$ cat src/rtl/l2_home_responder_pkg.sv
// Shared constants, message encodings and FSM state type for the L2 home responder.
// Request encodings and response encodings occupy disjoint code ranges.
package l2_home_responder_pkg;

  localparam int unsigned AddrW        = 32;
  localparam int unsigned WordsPerLine = 4;
  localparam int unsigned WordW        = 64;
  localparam int unsigned LineW        = WordsPerLine * WordW;
  localparam int unsigned MsgW         = 5;

  localparam logic [MsgW-1:0] ReqV     = 5'd0;
  localparam logic [MsgW-1:0] ReqS     = 5'd1;
  localparam logic [MsgW-1:0] ReqO     = 5'd2;
  localparam logic [MsgW-1:0] ReqOdata = 5'd3;
  localparam logic [MsgW-1:0] ReqWt    = 5'd4;
  localparam logic [MsgW-1:0] ReqWb    = 5'd5;

  localparam logic [MsgW-1:0] RspV     = 5'd16;
  localparam logic [MsgW-1:0] RspS     = 5'd17;
  localparam logic [MsgW-1:0] RspO     = 5'd18;
  localparam logic [MsgW-1:0] RspOdata = 5'd19;
  localparam logic [MsgW-1:0] RspWt    = 5'd20;
  localparam logic [MsgW-1:0] RspWbAck = 5'd21;

  typedef enum logic [2:0] {
    StIdle,
    StRdReq,
    StRdWait,
    StWrReq,
    StRsp
  } home_state_t;

  // Widen a per-word mask into a per-bit mask over a whole line.
  function automatic logic [LineW-1:0] expand_mask(input logic [WordsPerLine-1:0] mask);
    logic [LineW-1:0] m;
    m = '0;
    for (int i = 0; i < WordsPerLine; i++) begin
      m[i*WordW +: WordW] = {WordW{mask[i]}};
    end
    return m;
  endfunction

endpackage

$ cat src/rtl/l2_home_msg_map.sv
// Combinational request-to-response coherence message map with a supported flag.
module l2_home_msg_map
  import l2_home_responder_pkg::*;
(
  input  logic [MsgW-1:0] i_req_msg,
  output logic [MsgW-1:0] o_rsp_msg,
  output logic            o_supported
);

  always_comb begin
    o_rsp_msg   = '0;
    o_supported = 1'b1;
    case (i_req_msg)
      ReqV:     o_rsp_msg = RspV;
      ReqS:     o_rsp_msg = RspS;
      ReqO:     o_rsp_msg = RspO;
      ReqOdata: o_rsp_msg = RspOdata;
      ReqWt:    o_rsp_msg = RspWt;
      ReqWb:    o_rsp_msg = RspWbAck;
      default:  o_supported = 1'b0;
    endcase
  end

endmodule

$ cat src/rtl/l2_home_responder.sv
// Home-side endpoint for L2 requests: services one request at a time against a
// line-granular memory port and returns a single response per supported request.
module l2_home_responder
  import l2_home_responder_pkg::*;
(
  input  logic                    i_clk,
  input  logic                    i_rst_n,
  input  logic                    i_req_valid,
  output logic                    o_req_ready,
  input  logic [MsgW-1:0]         i_req_coh_msg,
  input  logic                    i_req_hprot,
  input  logic [AddrW-1:0]        i_req_addr,
  input  logic [LineW-1:0]        i_req_line,
  input  logic [WordsPerLine-1:0] i_req_word_mask,
  output logic                    o_rsp_valid,
  input  logic                    i_rsp_ready,
  output logic [MsgW-1:0]         o_rsp_coh_msg,
  output logic [AddrW-1:0]        o_rsp_addr,
  output logic [LineW-1:0]        o_rsp_line,
  output logic [WordsPerLine-1:0] o_rsp_word_mask,
  output logic                    o_mem_req_valid,
  input  logic                    i_mem_req_ready,
  output logic                    o_mem_req_write,
  output logic                    o_mem_req_hprot,
  output logic [AddrW-1:0]        o_mem_req_addr,
  output logic [LineW-1:0]        o_mem_req_line,
  output logic [WordsPerLine-1:0] o_mem_req_mask,
  input  logic                    i_mem_rsp_valid,
  input  logic [LineW-1:0]        i_mem_rsp_line,
  output logic                    o_bad_msg,
  output logic [15:0]             o_req_cnt
);

  home_state_t             r_state, w_state_next;
  logic [MsgW-1:0]         r_rsp_msg;
  logic                    r_hprot;
  logic [AddrW-1:0]        r_addr;
  logic [LineW-1:0]        r_line;
  logic [WordsPerLine-1:0] r_mask;
  logic [LineW-1:0]        r_rsp_line;
  logic                    r_bad_msg;
  logic [15:0]             r_cnt;

  logic [MsgW-1:0]         w_rsp_msg;
  logic                    w_supported;
  logic                    w_accept;
  logic                    w_is_write;

  l2_home_msg_map u_msg_map (
    .i_req_msg   (i_req_coh_msg),
    .o_rsp_msg   (w_rsp_msg),
    .o_supported (w_supported)
  );

  assign w_accept   = (r_state == StIdle) && i_req_valid;
  assign w_is_write = (i_req_coh_msg == ReqWt) || (i_req_coh_msg == ReqWb);

  always_ff @(posedge i_clk or negedge i_rst_n) begin
    if (!i_rst_n) begin
      r_state <= StIdle;
    end else begin
      r_state <= w_state_next;
    end
  end

  always_comb begin
    w_state_next = r_state;
    unique case (r_state)
      StIdle: begin
        if (i_req_valid && w_supported) begin
          if (i_req_coh_msg == ReqO) begin
            w_state_next = StRsp;
          end else if (w_is_write) begin
            w_state_next = StWrReq;
          end else begin
            w_state_next = StRdReq;
          end
        end
      end
      StRdReq:  if (i_mem_req_ready) w_state_next = StRdWait;
      StRdWait: if (i_mem_rsp_valid) w_state_next = StRsp;
      StWrReq:  if (i_mem_req_ready) w_state_next = StRsp;
      StRsp:    if (i_rsp_ready)     w_state_next = StIdle;
      default:  w_state_next = StIdle;
    endcase
  end

  // Response data starts at zero each request so writes and REQ_O return an empty line.
  always_ff @(posedge i_clk or negedge i_rst_n) begin
    if (!i_rst_n) begin
      r_rsp_msg  <= '0;
      r_hprot    <= 1'b0;
      r_addr     <= '0;
      r_line     <= '0;
      r_mask     <= '0;
      r_rsp_line <= '0;
      r_bad_msg  <= 1'b0;
      r_cnt      <= '0;
    end else begin
      r_bad_msg <= w_accept && !w_supported;
      if (w_accept) begin
        r_rsp_msg  <= w_rsp_msg;
        r_hprot    <= i_req_hprot;
        r_addr     <= i_req_addr;
        r_line     <= i_req_line;
        r_mask     <= i_req_word_mask;
        r_rsp_line <= '0;
        r_cnt      <= r_cnt + 16'd1;
      end
      if ((r_state == StRdWait) && i_mem_rsp_valid) begin
        r_rsp_line <= i_mem_rsp_line & expand_mask(r_mask);
      end
    end
  end

  always_comb begin
    o_req_ready     = 1'b0;
    o_rsp_valid     = 1'b0;
    o_rsp_coh_msg   = '0;
    o_rsp_addr      = '0;
    o_rsp_line      = '0;
    o_rsp_word_mask = '0;
    o_mem_req_valid = 1'b0;
    o_mem_req_write = 1'b0;
    o_mem_req_hprot = 1'b0;
    o_mem_req_addr  = '0;
    o_mem_req_line  = '0;
    o_mem_req_mask  = '0;
    unique case (r_state)
      StIdle: o_req_ready = 1'b1;
      StRdReq: begin
        o_mem_req_valid = 1'b1;
        o_mem_req_hprot = r_hprot;
        o_mem_req_addr  = r_addr;
        o_mem_req_mask  = r_mask;
      end
      StWrReq: begin
        o_mem_req_valid = 1'b1;
        o_mem_req_write = 1'b1;
        o_mem_req_hprot = r_hprot;
        o_mem_req_addr  = r_addr;
        o_mem_req_line  = r_line;
        o_mem_req_mask  = r_mask;
      end
      StRsp: begin
        o_rsp_valid     = 1'b1;
        o_rsp_coh_msg   = r_rsp_msg;
        o_rsp_addr      = r_addr;
        o_rsp_line      = r_rsp_line;
        o_rsp_word_mask = r_mask;
      end
      default: ;
    endcase
  end

  assign o_bad_msg = r_bad_msg;
  assign o_req_cnt = r_cnt;

endmodule
$ cat config.mk
export PLATFORM = sky130hd
export DESIGN_NAME = l2_home_responder
export DESIGN_NICKNAME = d
export VERILOG_FILES = /design/src/rtl/l2_home_responder_pkg.sv /design/src/rtl/l2_home_msg_map.sv /design/src/rtl/l2_home_responder.sv
export SDC_FILE = /design/constraint.sdc
export NUM_CORES = 1
export LEC_CHECK = 0
export CORE_AREA = 4 4 459 461
export DETAILED_ROUTE_END_ITERATION = 8
export DIE_AREA = 0 0 463 465
export HOLD_SLACK_MARGIN = 0.05
export PLACE_DENSITY = 0.33
export SETUP_SLACK_MARGIN = 0.15
export SYNTH_ARGS = -nofsm -noshare
export SYNTH_HDL_FRONTEND = slang
export SYNTH_SLANG_ARGS = --single-unit
$ cat constraint.sdc
create_clock -name i_clk -period 2.4 [get_ports i_clk]
set_clock_uncertainty 0.1 [all_clocks]
set_input_delay 0.36 -clock i_clk [delete_from_list [all_inputs] [get_ports i_clk]]
set_output_delay 0.36 -clock i_clk [all_outputs]
set_load 0.01 [all_outputs]
==> impl_metrics.tcl <==
set metrics [dict create \
    ant_nets 0 \
    max_cap_violations 0 \
    worst_r2r_endpoint "r_line[156]" \
    final_layout_size_suffix_gt1_frac 0.315 \
    reg2reg_depth 8 \
    detailed_placement_hpwl_um 119000 \
    grt_overflow_total 0 \
    combinationalPowerShare 0.352 \
    final-hold-violation-count 0 \
    peakVddDrop_uv 440 \
    core_util_final 0.238 \
    slowest_stage "sky130_fd_sc_hd__dfrtp_1" \
    finalCriticalPeriod_ns 2.79 \
    dieArea_um2 215000 \
    setup.worst_path.end_class "output pin" \
    worst_ep_required_time_ns 1.94 \
    design.core.area_um2 206000 \
    routability_congestion 0.796 \
    placed_cells 6417 \
    timing.final.crit_share 1.16 \
    die_height_um 465 \
    tritoncts "done" \
    detail_route.drc_violations 0 \
    initial_core_utilization 0.121 \
    detail_route.wl_per_cell_um 22.9 \
    num_rows 167 \
    synth-edff-count 0 \
    postSynthCellCount 2576 \
    ios 1171 \
    ys_dominant_reg_cell "sky130_fd_sc_hd__dfrtp_1" \
    grt_antenna_before_repair 68 \
    net-switching-power_mw 15.5 \
    cts.sinks 573 \
    clock-root-buffer "sky130_fd_sc_hd__clkbuf_16" \
    num-fill-cells 22500 \
    ys_seq_elements 573 \
    synth.lib_cells_used.distinct 34 \
    finish.net_count 4763 \
    timing.critical_path.slowest_cell_delay_ns 0.38 \
    static-leakage-power_nw 23.5 \
    cts_buffers 81 \
    slew_violations 0 \
    postRouteWirelength_um 160000 \
    die_x_um 463 \
    crit_arrival_ns 2.33 \
    setup.worst_path.start_class "register" \
    first_global_vias 26300 \
    synth_async_sr_flop_share 1.00 \
    p_per_cell_area_nw_per_um2 882 \
    cts_max_level 3 \
    synth.yosys.seq_area_share 0.575 \
    grt_setup_unrepaired "yes" \
    clk_path_buf_depth 3 \
    drt_first_iter_violations 1285 \
    yosysWarnings 0 \
    netSwitchingFraction 0.357 \
    first_pass_iters 5 \
    combined_area_of_all_synthesized_cells_um2 24900 \
    port_buffers 1169 \
    grt_pass1_wl_um 215000 \
    hp-class "input pin to async pin" \
    drt-vias-per-instance 3.56 \
    fmax_mhz 358 \
    violations_in_the_final_reports "setup timing" \
    clk_pin_slew_worst_paths_ns 0.06 \
    max_slew.worst_pin.slew_ns 0.808 \
    grt_usage 0.139 \
    clock_insertion_delay_worst_skew_ns 0.69 \
    critPathMostFrequentCell "sky130_fd_sc_hd__buf_6" \
    num_vias 24900 \
    syn2layout_area_growth_pct 96.8 \
    layout.cells.non_filler 6991 \
    rrSetupSlack_ns 0.10 \
    crit-reg2reg-launch "r_state[1]" \
    worst-setup-path-type "register to output pin" \
    critPathLaunch "r_state[2]" \
    finalSetupViolCount 592 \
    seqPwrFrac 0.365 \
    postSynthAreaPerCell_um2 9.68 \
    intPower_mw 27.8 \
    power.share.clock 0.283 \
    crit_path_cell_trace "inv_2 -> and3_4 -> buf_12 -> buf_16 -> buf_4 -> buf_6 -> buf_6 -> and2_4 -> buf_6" \
    worst-path-max-fanout 8 \
    run_status "finished with violations" \
    slew_headroom 0.461 \
    maximum_number_of_pins_on_one_net_before_global_route_repair 55 \
    synth_fp_nets 3137 \
    finalWorstSetupSlack_ns -0.395 \
]
## per-layer routing
layer / global-route usage / part of all wire
met5: 0 / 0.0032
met4: 0.0336 / 0.024
met3: 0.0635 / 0.093
met2: 0.245 / 0.50
met1: 0.153 / 0.38
## synth_stat cells, types with 2 or more instances
| cell | number | area, um2 |
|---|---|---|
| sky130_fd_sc_hd__buf_2 | 62 | 310 |
| sky130_fd_sc_hd__inv_1 | 5 | 18.8 |
| sky130_fd_sc_hd__buf_6 | 2 | 22.5 |
| sky130_fd_sc_hd__nand4_1 | 4 | 25.0 |
| sky130_fd_sc_hd__dfrtp_1 | 573 | 14300 |
| sky130_fd_sc_hd__a21oi_1 | 2 | 10.0 |
| sky130_fd_sc_hd__nor2b_1 | 2 | 12.5 |
| sky130_fd_sc_hd__xnor2_1 | 12 | 105 |
| sky130_fd_sc_hd__clkbuf_1 | 126 | 473 |
| sky130_fd_sc_hd__and2_1 | 594 | 3720 |
| sky130_fd_sc_hd__nand2_1 | 893 | 3350 |
| sky130_fd_sc_hd__o21ai_0 | 4 | 20.0 |
| sky130_fd_sc_hd__a211oi_1 | 2 | 15.0 |
| sky130_fd_sc_hd__nor2_1 | 7 | 26.3 |
| sky130_fd_sc_hd__xor2_1 | 3 | 26.3 |
| sky130_fd_sc_hd__nor3_1 | 2 | 10.0 |
| sky130_fd_sc_hd__a22o_1 | 256 | 2240 |
| sky130_fd_sc_hd__or4b_2 | 2 | 20.0 |
| sky130_fd_sc_hd__nand3_1 | 9 | 45.0 |
| sky130_fd_sc_hd__and3_1 | 2 | 12.5 |
## area by class of cell
class                   instances  area [um2]  share of cell area
well taps                    2704        3380              0.0689
clock buffers                 117        2350              0.0479
multi-input cells            1807       10600               0.215
diodes                         26        65.1             0.00133
repair buffers               1734       18000               0.368
flip-flops and latches        573       14300               0.292
clock inverters                25         310             0.00632
inverters                       5        18.8            0.000382
## power by group through the flow
stage	clock network (mW)	logic [mW]	registers (mW)
finish	12.2	15.2	15.8
global route	13.1	16.8	16.2
CTS	12.8	13.8	15.7
detailed placement	0	12.6	15.8
global placement	0	12.6	15.8
floorplan	0	6.18	14.4
## per-stage QoR
| stage | TNS (ns) | hold slack (ns) | setup slack [ns] | instance area (um2) | power (mW) |
|---|---|---|---|---|---|
| after global placement | -12.00 | 0.276 | -0.148 | 41400 | 28.4 |
| after CTS | -334.36 | 0.0510 | -0.724 | 46900 | 42.4 |
| after detailed placement | -10.49 | 0.282 | -0.144 | 41400 | 28.4 |
| final | -148.20 | 0.117 | -0.395 | 49100 | 43.3 |
| after floorplan | 0 | -0.0356 | 0.363 | 24900 | 20.5 |
| after global routing | -237.83 | 0.0960 | -0.538 | 49000 | 46.1 |
## sequential cells by signal, indices dropped and copies added (netlist names)
name,flops
r_line,256
o_req_cnt,16
r_addr,32
r_rsp_msg,4
r_hprot,1
r_rsp_line,256
o_bad_msg,1
r_state,3
r_mask,4
## cell usage in the layout, fill, tap and decap left out, types with 3 or more instances in the layout
cell type	count
sky130_fd_sc_hd__a22o_1	256
sky130_fd_sc_hd__inv_1	4
sky130_fd_sc_hd__xor2_1	3
sky130_fd_sc_hd__buf_6	318
sky130_fd_sc_hd__nand2_1	892
sky130_fd_sc_hd__and2_2	3
sky130_fd_sc_hd__dfrtp_1	571
sky130_fd_sc_hd__and2_4	304
sky130_fd_sc_hd__clkbuf_1	17
sky130_fd_sc_hd__and2_1	287
sky130_fd_sc_hd__clkbuf_8	19
sky130_fd_sc_hd__xnor2_1	12
sky130_fd_sc_hd__clkdlybuf4s50_1	575
sky130_fd_sc_hd__buf_4	187
sky130_fd_sc_hd__buf_12	100
sky130_fd_sc_hd__buf_8	17
sky130_fd_sc_hd__nand4_1	4
sky130_fd_sc_hd__clkinvlp_4	3
sky130_fd_sc_hd__clkbuf_16	108
sky130_fd_sc_hd__nand3_1	9
sky130_fd_sc_hd__clkinv_2	13
sky130_fd_sc_hd__dlygate4sd3_1	258
sky130_fd_sc_hd__diode_2	26
sky130_fd_sc_hd__bufinv_16	3
sky130_fd_sc_hd__dlymetal6s2s_1	4
sky130_fd_sc_hd__buf_16	20
sky130_fd_sc_hd__buf_2	123
sky130_fd_sc_hd__nor2_1	7
sky130_fd_sc_hd__o21ai_0	4
sky130_fd_sc_hd__clkbuf_2	100
## how the worst max path moves through the flow
stage	endpoint	cells past startpoint
2_1_floorplan	o_mem_req_line[100]	6
3_3_place_gp	o_rsp_line[240]	6
3_5_place_dp	o_rsp_line[240]	5
4_1_cts	o_mem_req_line[157]	8
5_1_grt	o_mem_req_line[47]	9
6_report	o_mem_req_line[68]	9
## cells by family after synthesis
logic type,Yosys count,synth area share
and+or+nand+nor,1522,0.293
DFF,573,0.575
AOI/OAI and AO/OA,267,0.0928
buffers and inverters,196,0.0334
xor gates and xnor gates,15,0.00527
adders and majority gates,1,0.000502
other,1,0.000150
muxes,1,0.000452
## repair_timing
action,4_1_cts,5_1_grt
setup buffers,31,68
endpoints found under the hold margin,398,0
endpoints found under the setup margin,609,856
cloned,17,33
hold buffers,258,0
pin swaps,3,98
resized for setup,748,2222
## worst max-delay path, delay by kind of cell (launching register included)
kind / cells / cell delay, ns
buf+inv: 7 / 0.80
flops: 1 / 0.38
simple gates: 2 / 0.42
Power figures use the tool's default switching activity.
